**src/rtl/uart_tx_arbiter.sv**
```systemverilog
// Message-granular round-robin arbiter that shares one UART TX serializer among NUM_REQ byte sources.
// A stall timeout recovers the lock from an owner that stops sending mid-message.
module uart_tx_arbiter #(
    parameter int NUM_REQ = 2,
    parameter int DATA_W  = 8,
    parameter int TIMEOUT = 1024,
    parameter int ID_W    = (NUM_REQ > 1) ? $clog2(NUM_REQ) : 1
) (
    input  logic                      clock,
    input  logic                      reset,
    input  logic [NUM_REQ-1:0]        req_valid,
    input  logic [NUM_REQ*DATA_W-1:0] req_data,
    input  logic [NUM_REQ-1:0]        req_last,
    output logic [NUM_REQ-1:0]        req_ready,
    output logic                      tx_valid,
    output logic [DATA_W-1:0]         tx_data,
    input  logic                      tx_ready,
    output logic [ID_W-1:0]           grant_id,
    output logic                      busy,
    output logic                      timeout_pulse
);

    localparam int CNT_W = (TIMEOUT > 1) ? $clog2(TIMEOUT) : 1;

    typedef enum logic {
        IDLE,
        LOCKED
    } state_t;

    state_t            state;
    logic [ID_W-1:0]   rr_ptr;
    logic [CNT_W-1:0]  stall_cnt;

    logic              owner_valid;
    logic              owner_last;
    logic [DATA_W-1:0] owner_data;
    logic              pick_found;
    logic [ID_W-1:0]   pick_id;
    logic [ID_W-1:0]   next_ptr;
    logic [ID_W:0]     scan_sum;
    logic [ID_W-1:0]   scan_idx;

    // Mux the current owner's stream onto the serializer side.
    always_comb begin
        owner_valid = 1'b0;
        owner_last  = 1'b0;
        owner_data  = '0;
        req_ready   = '0;
        for (int i = 0; i < NUM_REQ; i++) begin
            if (grant_id == ID_W'(i)) begin
                owner_valid = req_valid[i];
                owner_last  = req_last[i];
                owner_data  = req_data[i*DATA_W +: DATA_W];
                req_ready[i] = (state == LOCKED) & tx_ready;
            end
        end
    end

    assign busy     = (state == LOCKED);
    assign tx_valid = busy & owner_valid;
    assign tx_data  = owner_data;
    assign next_ptr = (grant_id == ID_W'(NUM_REQ - 1)) ? '0 : grant_id + ID_W'(1);

    // Scan offsets from the far end inward so the requester closest to rr_ptr wins.
    always_comb begin
        pick_found = 1'b0;
        pick_id    = rr_ptr;
        scan_sum   = '0;
        scan_idx   = '0;
        for (int k = NUM_REQ - 1; k >= 0; k--) begin
            scan_sum = {1'b0, rr_ptr} + (ID_W+1)'(k);
            if (scan_sum >= (ID_W+1)'(NUM_REQ)) begin
                scan_sum = scan_sum - (ID_W+1)'(NUM_REQ);
            end
            scan_idx = scan_sum[ID_W-1:0];
            for (int i = 0; i < NUM_REQ; i++) begin
                if (scan_idx == ID_W'(i) && req_valid[i]) begin
                    pick_found = 1'b1;
                    pick_id    = scan_idx;
                end
            end
        end
    end

    always_ff @(posedge clock) begin
        if (reset) begin
            state         <= IDLE;
            rr_ptr        <= '0;
            grant_id      <= '0;
            stall_cnt     <= '0;
            timeout_pulse <= 1'b0;
        end else begin
            timeout_pulse <= 1'b0;
            case (state)
                IDLE: begin
                    stall_cnt <= '0;
                    if (pick_found) begin
                        grant_id <= pick_id;
                        state    <= LOCKED;
                    end
                end
                LOCKED: begin
                    // Backpressure keeps the counter clear: only a silent owner can time out.
                    if (owner_valid) begin
                        stall_cnt <= '0;
                        if (tx_ready && owner_last) begin
                            state  <= IDLE;
                            rr_ptr <= next_ptr;
                        end
                    end else if (stall_cnt == CNT_W'(TIMEOUT - 1)) begin
                        state         <= IDLE;
                        rr_ptr        <= next_ptr;
                        stall_cnt     <= '0;
                        timeout_pulse <= 1'b1;
                    end else begin
                        stall_cnt <= stall_cnt + CNT_W'(1);
                    end
                end
                default: state <= IDLE;
            endcase
        end
    end

endmodule

```
**config.mk**
```make
export PLATFORM = sky130hd
export DESIGN_NAME = uart_tx_arbiter
export DESIGN_NICKNAME = d
export VERILOG_FILES = /design/src/rtl/uart_tx_arbiter.sv
export SDC_FILE = /design/constraint.sdc
export NUM_CORES = 1
export LEC_CHECK = 0
export ABC_AREA = 1
export CAP_MARGIN = 10
export CELL_PAD_IN_SITES_DETAIL_PLACEMENT = 0
export CELL_PAD_IN_SITES_GLOBAL_PLACEMENT = 1
export CORE_ASPECT_RATIO = 1.4
export CORE_MARGIN = 2
export CORE_UTILIZATION = 39
export CTS_CLUSTER_DIAMETER = 100
export DETAILED_ROUTE_END_ITERATION = 10
export DONT_BUFFER_PORTS = 1
export PLACE_DENSITY = 0.86
export SYNTH_ARGS = -nofsm -noshare
export SYNTH_HDL_FRONTEND = slang
export SYNTH_SLANG_ARGS = --single-unit
```
**constraint.sdc**
```tcl
create_clock -name clock -period 1.8 [get_ports clock]
set_input_delay 0.18 -clock clock [delete_from_list [all_inputs] [get_ports clock]]
set_output_delay 0.18 -clock clock [all_outputs]
set_load 0.02 [all_outputs]
```
# --- Word-level counts from Yosys, hierarchy flattened ---
# Cells that the tools add are included.
# W data, S select, Z words.
word_totals:
  regBits: 14
  inputBits: 23
  word_cells: 56
op_classes:
  bitwise_logic: 5
  reduce_logical: 9
  n_eq_ne: 2
  addsub: 5
  muxes: 28
  magnitude_cmp: 2
ops:
  columns: ["cell", "count"]
  rows:
  - ["$mux W1", 23]
  - ["$mux W10", 2]
  - ["$pmux W10 S2", 1]
  - ["$add A10 B1 Y10 const B", 1]
  - ["$eq A10 B10 Y1 const B", 1]
  - ["$mux W8", 1]
  - ["$logic_and A1 B1 Y1", 5]
  - ["$not A1 Y1", 3]
  - ["$reduce_and A3 Y1", 1]
  - ["$reduce_or A3 Y1", 1]
  - ["$add A1 B1 Y2 const B", 1]
  - ["$and A1 B1 Y1", 2]
  - ["$ge A1 B2 Y1 const B", 1]
  - ["$ge A2 B2 Y1 const B", 1]
  - ["$ne A2 B1 Y1 const B", 1]
  - ["$pmux W1 S2", 1]
  - ["$reduce_and A2 Y1", 1]
  - ["$reduce_bool A2 Y1", 1]
  - ["$sub A1 B1 Y1 const B", 2]
  - ["$add A1 B1 Y1 const B", 1]

# --- Logic depth before layout (Yosys ltp) ---
# Gate-level depths: netlist (run 1).
depth:
  ltp_word: 11
  depth_mapped: 9
  depth_no_buf: 9

# --- Worst setup path before layout (run 1) ---
# Ideal clock, no wire load.
synth_timing:
  path_type: "reg2out"
  from: "register grant_id"
  to: "output port req_ready[1]"
  t_arrival_ns: 1.295
  stages_incl_launch_ff: 4
  required_time_ns: 1.620
  slack_ns: 0.325
  n_path_buf: 1
  cell_sequence: "dfxtp_1 > inv_2 > clkbuf_1 > nor3_1"
synth_between:
  elab_chain_cells: 1
synth_lines:
  columns: ["item", "line", "source"]
  rows:
  - ["from (decl)", "18", "output logic [ID_W-1:0] grant_id,"]
  - ["from (signal assigned)", "98", "grant_id <= pick_id;"]
  - ["$mux W1", "50", "if (grant_id == ID_W'(i)) begin"]
  - ["to (decl)", "14", "output logic [NUM_REQ-1:0] req_ready,"]
# Every way passes these cells.

# --- Final worst setup path (run 1) ---
layout_timing:
  from: "register state, in the netlist busy"
  to: "output port req_ready[0]"
layout_between:
  elab_chain_cells: 2
layout_lines:
  columns: ["item", "line", "source"]
  rows:
  - ["from (decl)", "30", "state_t state;"]
  - ["from (signal assigned)", "87", "state <= IDLE;"]
  - ["from (signal assigned)", "99", "state <= LOCKED;"]
  - ["from (signal assigned)", "107", "state <= IDLE;"]
  - ["$and A1 B1 Y1", "54", "req_ready[i] = (state == LOCKED) & tx_ready;"]
  - ["$mux W1", "50", null]
# Every way passes these cells.

==> run_results.csv, run 1 <==
group,metric,value,unit
timing,worstMarginPinSlew,0.260,ns
floorplan,die_area,2420,um^2
routing,dr.pass1.iters,4,
timing,final_max_slew_viol_count,0,
worst_setup_path,crit_family,"flip-flops",
timing,slew_headroom,82.6,%
logic_synthesis,ys_ff_latch,14,
power_and_ir_drop,peakVddDrop,0.363,mV
logic_synthesis,synth_nets,150,
routing,ant_nets,0,
timing,rsz0062_at_grt,"false",
clocking,max-clock-path-buffers,2,
floorplan,die_h,57.4,um
global_route,grt_pass1_wl,2.44,mm
floorplan,start_util,40.7,%
final_layout,num_antenna_cells,0,
timing,fmax,665,MHz
worst_setup_path,crit_type,"reg2out",
timing,fin_setup_tns,0,ns
final_layout,finalNetCount,158,
worst_setup_path,cp.buffers_inverters,2,
floorplan,core-area,1950,um^2
placed_design,io_buffers,0,
logic_synthesis,post_synth_num_cell_types,22,
worst_setup_path,reg2reg_slack,0.40,ns
routing,drt_iter0_drc,8,
global_route,grt_max_degree,13,
placed_design,dp.cells,149,
timing,fin_crit,1.50,ns
logic_synthesis,synthCells,126,
clocking,clock_latency,0.28,ns
timing,hold_viol,0,
floorplan,rows,19,
logic_synthesis,yosysSeqAreaShare,35.3,%
floorplan,die_x,42.1,um
timing,setup_viol,0,
clocking,cts_tree,"built",
worst_setup_path,critical_path_required,1.62,ns
clocking,clock-sinks,14,
worst_setup_path,slowest_delay,0.47,ns
global_route,overflow,0,
routing,via_per_inst,4.85,
logic_synthesis,netlist.area_leader.share,35.3,%
clocking,ctsHtreeMaxLevel,1,
clocking,numCtsBuffers,3,
routing,routed_wl,1.53,mm
global_route,grt_antenna_before_repair,0,
worst_setup_path,path_cells,"inv_1 -> nor3_1 -> buf_4",
final_layout,stdcell_count,154,
logic_synthesis,syn_area,793,um^2
worst_setup_path,arrival,1.32,ns
global_route,grt_pass1_vias,630,
worst_setup_path,cp_max_fo,7,
power_and_ir_drop,powerDensity,724,nW/um^2
worst_setup_path,end_kind,"primary output",
clocking,cts_setup_buffers,0,
clocking,ctsRootBufferMaster,"clkbuf_4",
floorplan,pin_count,37,
power_and_ir_drop,power,643,uW
routing,num_vias,747,
worst_setup_path,crit_slowest_cell,"dfxtp_1",
power_and_ir_drop,p_leak,0.417,nW
final_layout,syn_to_final_growth,12.0,%
routing,drc,0,
logic_synthesis,yosys.area.top_type,"dfxtp_1",
clocking,clkTransAtPathRegs,0.08,ns
placed_design,place.gp.congestion,0.770,
clocking,cts-resized-gates,0,
final_layout,num-fill-cells,216,
run,max_cap_violations,0,
placed_design,place_hpwl,1.28,mm
outcome,status,"finished, final reports clean",
worst_hold_path,hp-class,"in2reg",
timing,finalCritPeriodShare,83.6,%
final_layout,drive_above_1_share,13.5,%
global_route,grt_use_total,13.5,%
routing,wl_per_cell,9.94,um
worst_setup_path,startpoint_type,"flip-flop",
timing,fin_skew,0.00243,ns
logic_synthesis,yosys-top-cells-area,"dfxtp_1 35%, nand2_1 23%, inv_1 7.1%",
logic_synthesis,ys_warn_count,0,
logic_synthesis,postSynthAreaPerCell,6.30,um^2
-- worst paths after layout --
path                            depth (start not counted)      endpoint    startpoint
worst min register to register                          1  stall_cnt[0]  stall_cnt[0]
worst max-delay path                                    3  req_ready[0]          busy
worst max register to register                          8  stall_cnt[3]  stall_cnt[0]
worst min-delay path                                    3        rr_ptr         reset
-- synth_stat cells --
master and n:
nand3_2 1, nand4_1 1, dfxtp_1 14, o21ai_2 1
inv_2 2, nor2_2 2, nand2_2 1, o21bai_1 1
nor3_1 4, nor2_1 14, inv_1 15, xor2_1 1
a21oi_1 5, nand3_1 5, nand2_4 1, o21ai_0 3
xnor2_1 2, nor3_4 1, clkbuf_1 2, ha_1 1
or2_2 1, nand2_1 48
-- sequential cells by signal (all words and copies together), names as in the netlist --
name / flops
stall_cnt: 10
busy: 1
grant_id: 1
rr_ptr: 1
timeout_pulse: 1
-- metrics by stage --
stage	utilization, %	hold WS (ns)	cell area, um^2	worst slack, ns
CTS	45.6	0.0387	888	0.267
floorplan	-	0.249	793	0.325
global placement	43.2	0.252	842	0.462
global route	45.6	0.0444	888	0.171
detailed placement	43.2	0.255	842	0.392
finish	45.6	0.0481	888	0.296
-- cells by family after synthesis --
group | after synthesis | share of synthesized area, %
AO/OA/AOI/OAI | 10 | 7.10
XOR/XNOR | 3 | 3.31
adder cells (fa/ha/maj) | 1 | 1.58
buffers and inverters | 19 | 8.99
flip-flops | 14 | 35.3
AND/OR/NAND/NOR | 79 | 43.7
-- report_power, final --
group	switching [mW]	internal, mW	total (mW)
clock	0.102	0.123	0.225
combinational	0.0682	0.0280	0.0962
sequential	0.00699	0.315	0.322
-- area by class of cell --
class / instances / area, um^2 / area share (%)
Clock buffer: 4 / 36.3 / 4.08
Multi-Input combinational cell: 93 / 442 / 49.7
Timing Repair Buffer: 5 / 40.0 / 4.51
Tap cell: 21 / 26.3 / 2.96
Sequential cell: 14 / 280 / 31.5
Inverter: 17 / 63.8 / 7.18
-- cells in the final DEF (no fill, tap or decap), types with 2 or more instances in the layout --
| master | synthesis | final |
|---|---|---|
| nand2_1 | 48 | 48 |
| inv_1 | 15 | 15 |
| nor2_1 | 14 | 14 |
| dfxtp_1 | 14 | 14 |
| nand3_1 | 5 | 5 |
| a21oi_1 | 5 | 5 |
| nor3_1 | 4 | 4 |
| buf_4 | 0 | 4 |
| o21ai_0 | 3 | 3 |
| clkbuf_4 | 0 | 3 |
| inv_2 | 2 | 2 |
| nor2_2 | 2 | 2 |
| xnor2_1 | 2 | 2 |
-- layer usage --
metal	part of all wire [%]	vias up	GRT usage (%)
met4	2.5	0	10.7
met1	37	312	12.3
met2	52	32	25.7
li1	-	399	-
met3	7.7	4	2.22
met5	0	-	0
-- worst min-delay path: stages --
cell and delay [ns]:
inv_1 0.03, nand2_1 0.05, nor2_1 0.03
-- timing repair --
action / CTS / global route
hold buffers: 1 / 0
endpoints found under the setup margin: 0 / 0
endpoints found under the hold margin: 2 / 0
(Power assumes the default switching activity.)
==> run 2, diff against run 1 <==
--- a/config.mk
+++ b/config.mk
@@ -5,13 +5,12 @@
 export SDC_FILE = /design/constraint.sdc
 export NUM_CORES = 1
 export LEC_CHECK = 0
-export ABC_AREA = 1
+export ABC_AREA = 0
 export CAP_MARGIN = 10
 export CELL_PAD_IN_SITES_DETAIL_PLACEMENT = 0
 export CELL_PAD_IN_SITES_GLOBAL_PLACEMENT = 1
-export CORE_ASPECT_RATIO = 1.4
 export CORE_MARGIN = 2
-export CORE_UTILIZATION = 39
+export CORE_UTILIZATION = 42
 export CTS_CLUSTER_DIAMETER = 100
 export DETAILED_ROUTE_END_ITERATION = 10
 export DONT_BUFFER_PORTS = 1
==> constraint.sdc (replaced) <==
create_clock -name clock -period 1.51 [get_ports clock]
set_input_delay 0.151 -clock clock [delete_from_list [all_inputs] [get_ports clock]]
set_output_delay 0.151 -clock clock [all_outputs]
set_load 0.02 [all_outputs]
==> run_results.csv, run 2 <==
group,metric,value,unit
final_layout,num-fill-cells,159,
global_route,grt_pass1_vias,585,
power_and_ir_drop,p_sw,196,uW
power_and_ir_drop,p_clk_share,34.6,%
clocking,cts_tree,"built",
clocking,max-clock-path-buffers,2,
logic_synthesis,syn_area,744,um^2
timing,fin_setup_tns,0,ns
logic_synthesis,postSynthAreaPerCell,8.97,um^2
final_layout,final_cell_area,896,um^2
global_route,grt_max_degree,12,
logic_synthesis,yosys-top-cells-area,"dfxtp_1 38%, mux2_2 14%, nor2_1 6.1%",
logic_synthesis,yosys.area.top_type,"dfxtp_1",
logic_synthesis,ys_ff_latch,14,
worst_setup_path,end_kind,"primary output",
global_route,overflow,0,
placed_design,postPlaceCellArea,833,um^2
floorplan,die_h,46.1,um
placed_design,io_buffers,0,
timing,slew_headroom,74.9,%
routing,num_vias,640,
final_layout,drive_above_1_share,33.0,%
worst_setup_path,path_cells,"mux2_4 -> and2_1 -> buf_4",
worst_setup_path,crit_type,"reg2out",
routing,ant_nets,0,
logic_synthesis,synthFlopType,"dfxtp_1",
logic_synthesis,synth_nets,107,
global_route,grt_pass1_wl,2.37,mm
final_layout,finalNetCount,122,
logic_synthesis,synth.most_common_cell,"dfxtp_1",
power_and_ir_drop,peakVddDrop,0.510,mV
power_and_ir_drop,pwr-share-seq,49.4,%
placed_design,pre_cts_ws,0.0576,ns
power_and_ir_drop,p_leak,0.318,nW
logic_synthesis,ys_warn_count,0,
worst_setup_path,cp_max_fo,5,
global_route,grt_use_total,15.7,%
timing,setup_ws,0.0295,ns
run,max_cap_violations,0,
timing,fin_skew,0.00546,ns
worst_setup_path,crit_slowest_cell,"dfxtp_4",
final_layout,largest-register,"stall_cnt",
logic_synthesis,synth_commonest_cells,"14 x dfxtp_1, 12 x nor2_1, 9 x mux2_2",
final_layout,final_cell_mix,"13 x dfxtp_1, 12 x nor2_1, 12 x buf_4",
placed_design,dp.cells,108,
logic_synthesis,post_synth_num_cell_types,25,
floorplan,core-area,1690,um^2
global_route,gr-usage-met3,3.14,%
final_layout,multi_input_area,439,um^2
final_layout,final_common_cell,"dfxtp_1",
routing,dr.pass1.iters,5,
final_layout,syn_to_final_growth,20.3,%
clocking,numCtsBuffers,3,
global_route,grt_antenna_before_repair,0,
routing,wl_per_cell,13.6,um
power_and_ir_drop,switching_share,25.5,%
timing,whs,0.0433,ns
timing,final_max_slew_viol_count,0,
power_and_ir_drop,powerDensity,858,nW/um^2
power_and_ir_drop,p_int,572,uW
power_and_ir_drop,power_frac_comb,16.0,%
routing,drc,0,
clocking,clock_latency,0.28,ns
worst_setup_path,critical_path_required,1.36,ns
global_route,grt_util_met1,17.6,%
power_and_ir_drop,power,768,uW
final_layout,seqCellArea,284,um^2
floorplan,start_util,44.1,%
floorplan,die_x,46.1,um
routing,drt_iter0_drc,10,
worst_hold_path,hp-class,"in2reg",
final_layout,post-route-util,53.0,%
timing,fin_crit,1.48,ns
floorplan,die_area,2130,um^2
routing,routed_wl,1.55,mm
timing,fmax,675,MHz
outcome,status,"finished, final reports clean",
placed_design,place_hpwl,1.14,mm
worst_setup_path,slowest_delay,0.38,ns
clocking,ctsHtreeMaxLevel,1,
placed_design,place.gp.congestion,0.868,
logic_synthesis,synth_edf_count,0,
final_layout,largest_reg_flops,10,
timing,finalCritPeriodShare,98.0,%
logic_synthesis,yosysSeqAreaShare,37.6,%
logic_synthesis,ys_async_sr_fraction,0,%
clocking,clkTransAtPathRegs,0.09,ns
floorplan,pin_count,37,
logic_synthesis,synthCells,83,
clocking,ctsRootBufferMaster,"clkbuf_4",
floorplan,rows,15,
logic_synthesis,netlist.area_leader.share,37.6,%
final_layout,stdcell_count,114,
global_route,globalRouteMet2Util,26.9,%
clocking,clock-sinks,14,
global_route,busiest_layer,"met2",
routing,via_per_inst,5.61,
timing,setup_viol,0,
timing,hold_viol,0,
final_layout,num_antenna_cells,0,
worst_setup_path,arrival,1.33,ns
timing,worstMarginPinSlew,0.375,ns
worst_setup_path,startpoint_type,"flip-flop",
-- run 2: worst paths after layout --
kind,start,to,slack [ns],cells past startpoint
max,grant_id,tx_valid,0.03,3
min,req_valid[1],grant_id,0.04,2
max reg2reg,stall_cnt[1],rr_ptr,0.04,5
min reg2reg,grant_id,rr_ptr,0.51,1
-- run 2: power groups by stage --
stage	sequential (mW)	clock, mW	combinational, mW
after global routing	0.381	0.288	0.132
final	0.380	0.266	0.123
after CTS	0.380	0.272	0.118
after detailed placement	0.389	0	0.114
after global placement	0.389	0	0.113
after floorplan	0.395	0	0.0904
-- run 2: cells by family (layout without fill, tap and decap cells) --
kind of cell               count (synthesis)  after routing  synth area share [%]
and+or+nand+nor                           35             35                  24.5
DFF                                       14             14                  37.6
xor gates and xnor gates                   7              7                  8.24
AOI/OAI and AO/OA                          9              9                  7.73
muxes                                     10             10                  15.6
adders and majority gates                  1              1                  1.68
buffers and inverters                      7             21                  4.54
-- run 2: cell type report --
| type | instances | share of cell area (%) |
|---|---|---|
| well taps | 17 | 2.37 |
| inverters | 4 | 1.68 |
| multi-input cells | 62 | 49.0 |
| repair buffers | 13 | 11.2 |
| flip-flops and latches | 14 | 31.7 |
| clock buffers | 4 | 4.05 |
-- run 2: routing by layer --
layer | vias to the layer above | part of all wire, %
li1 | 319 | -
met3 | 6 | 7.7
met5 | - | 0
met2 | 36 | 47
met1 | 279 | 42
met4 | 0 | 3.3
-- run 2: worst max-delay path, delay by kind of cell (launching register included) --
kind                   cells  cell delay, ns
buffers and inverters      1            0.16
DFF                        1            0.38
muxes                      1            0.32
and+or+nand+nor            1            0.19
-- run 2: timing repair --
item                                    CTS  global route
resized for setup                         0             3
hold buffers                              1             0
endpoints found under the setup margin    0             3
endpoints found under the hold margin     3             0
setup buffers                             0             1
==> run 3, diff against run 2 <==
--- a/config.mk
+++ b/config.mk
@@ -9,12 +9,14 @@
 export CAP_MARGIN = 10
 export CELL_PAD_IN_SITES_DETAIL_PLACEMENT = 0
 export CELL_PAD_IN_SITES_GLOBAL_PLACEMENT = 1
+export CORE_ASPECT_RATIO = 0.9
 export CORE_MARGIN = 2
 export CORE_UTILIZATION = 42
 export CTS_CLUSTER_DIAMETER = 100
 export DETAILED_ROUTE_END_ITERATION = 10
 export DONT_BUFFER_PORTS = 1
 export PLACE_DENSITY = 0.86
+export RECOVER_POWER = 50
 export SYNTH_ARGS = -nofsm -noshare
 export SYNTH_HDL_FRONTEND = slang
 export SYNTH_SLANG_ARGS = --single-unit
==> run_results.csv, run 3 (same netlist as run 2, synthesis figures left out) <==
group,metric,value,unit
worst_hold_path,min_path_cells,2,
power_and_ir_drop,power,697,uW
routing,dr.pass1.iters,3,
final_layout,drive_above_1_share,30.1,%
global_route,grt_max_degree,14,
global_route,grt_use_total,15.7,%
clocking,cts_setup_buffers,0,
clocking,ctsRootBufferMaster,"clkbuf_4",
worst_setup_path,startpoint_type,"flip-flop",
global_route,grt_pass1_wl,2.50,mm
routing,drt_iter0_drc,10,
global_route,grt_pass1_vias,572,
timing,fin_setup_tns,0,ns
timing,fin_crit,1.46,ns
final_layout,final_common_cell,"dfxtp_1",
placed_design,place_hpwl,1.24,mm
final_layout,finalNetCount,119,
worst_setup_path,critical_path_required,1.36,ns
routing,drc,0,
timing,setup_viol,0,
clocking,clock-sinks,14,
timing,hold_viol,0,
power_and_ir_drop,peakVddDrop,0.437,mV
worst_hold_path,hp-start,"req_valid[1]",
floorplan,start_util,44.7,%
clocking,cts_tree,"built",
final_layout,largest-register,"stall_cnt",
worst_hold_path,hold_path_end,"grant_id",
clocking,max-clock-path-buffers,2,
worst_setup_path,rr_worst_depth,4,
global_route,overflow,0,
timing,fin_skew,0.00383,ns
worst_setup_path,r2r-end,"stall_cnt[5]",
worst_setup_path,reg2reg_slack,0.08,ns
global_route,grt_antenna_before_repair,0,
placed_design,io_buffers,0,
worst_setup_path,cp_max_fo,5,
worst_setup_path,crit_slowest_cell,"dfxtp_2",
floorplan,rows,14,
timing,slew_headroom,74.5,%
clocking,ctsHtreeMaxLevel,1,
routing,routed_wl,1.62,mm
worst_setup_path,slowest_delay,0.36,ns
worst_hold_path,hp-class,"in2reg",
worst_setup_path,r2r-start,"grant_id",
timing,final_max_slew_viol_count,0,
timing,finalCritPeriodShare,97.0,%
floorplan,die_h,43.9,um
worst_setup_path,arrival,1.31,ns
final_layout,syn_to_final_growth,16.3,%
timing,worstMarginPinSlew,0.381,ns
worst_setup_path,path_cells,"mux2_4 -> and2_1 -> buf_4",
clocking,clkTransAtPathRegs,0.08,ns
final_layout,num_antenna_cells,0,
power_and_ir_drop,powerDensity,805,nW/um^2
floorplan,core-area,1660,um^2
power_and_ir_drop,p_leak,0.296,nW
routing,wl_per_cell,13.8,um
timing,rsz0062_at_grt,"false",
routing,via_per_inst,5.36,
clocking,numCtsBuffers,3,
worst_setup_path,end_kind,"primary output",
run,max_cap_violations,0,
final_layout,num-fill-cells,157,
timing,fmax,683,MHz
final_layout,final_cell_mix,"13 x dfxtp_1, 12 x nor2_1, 9 x mux2_2",
outcome,status,"finished, final reports clean",
floorplan,die_x,48.4,um
clocking,clock_latency,0.27,ns
floorplan,die_area,2130,um^2
routing,ant_nets,0,
final_layout,largest_reg_flops,10,
floorplan,pin_count,37,
worst_setup_path,crit_type,"reg2out",
placed_design,place.gp.congestion,0.698,
routing,num_vias,627,
## run 3: worst max-delay path by stage
stage,from,endpoint,cells past startpoint
after floorplan,stall_cnt[0],rr_ptr,5
after global placement,stall_cnt[0],rr_ptr,5
after detailed placement,stall_cnt[0],rr_ptr,5
after CTS,stall_cnt[0],rr_ptr,5
after global routing,grant_id,stall_cnt[5],4
final,grant_id,tx_valid,3
## run 3: worst max-delay path: cells and delay by family, from the launching register on
family	cells	cell delay, ns
multiplexers	1	0.34
buffers and inverters	1	0.16
AND/OR/NAND/NOR	1	0.18
flip-flops	1	0.36
## run 3: power breakdown
| group | switching (mW) | total (mW) | internal (mW) |
|---|---|---|---|
| logic | 0.0701 | 0.114 | 0.0443 |
| clock network | 0.107 | 0.199 | 0.0923 |
| registers | 0.00789 | 0.384 | 0.376 |
## run 3: routing by layer
metal	vias to the layer above	global-route usage (%)	share of wire, %
met5	-	0	0
met1	308	18.3	44
met3	2	5.86	3.5
met4	0	3.43	0.80
li1	311	-	-
met2	6	28.1	52
## run 3: repair_timing
item | in CTS | in global routing
hold endpoints to repair | 3 | 0
setup endpoints to repair | 0 | 2
hold buffers | 1 | 0
resized for setup | 0 | 3
## run 3: layout make-up
class	instances	area (um^2)	share of cell area, %
multi-input combinational	62	443	51.2
clock buffer	3	22.5	2.60
tap	24	30.0	3.47
sequential	14	282	32.5
timing repair buffer	10	73.8	8.53
inverter	4	15.0	1.73
## run 3: through the flow
| step | hold WS [ns] | cells | instance area, um^2 | worst slack [ns] | utilization, % |
|---|---|---|---|---|---|
| 5_1_grt | 0.0594 | 117 | 866 | 0.0125 | 52.0 |
| 2_1_floorplan | 0.213 | 83 | 749 | 0.0109 | - |
| 4_1_cts | 0.0512 | 117 | 860 | 0.0221 | 51.7 |
| 6_report | 0.0466 | 117 | 866 | 0.0460 | 52.0 |
| 3_3_place_gp | 0.215 | 113 | 827 | 0.0962 | 49.7 |
| 3_5_place_dp | 0.217 | 113 | 827 | 0.0379 | 49.7 |
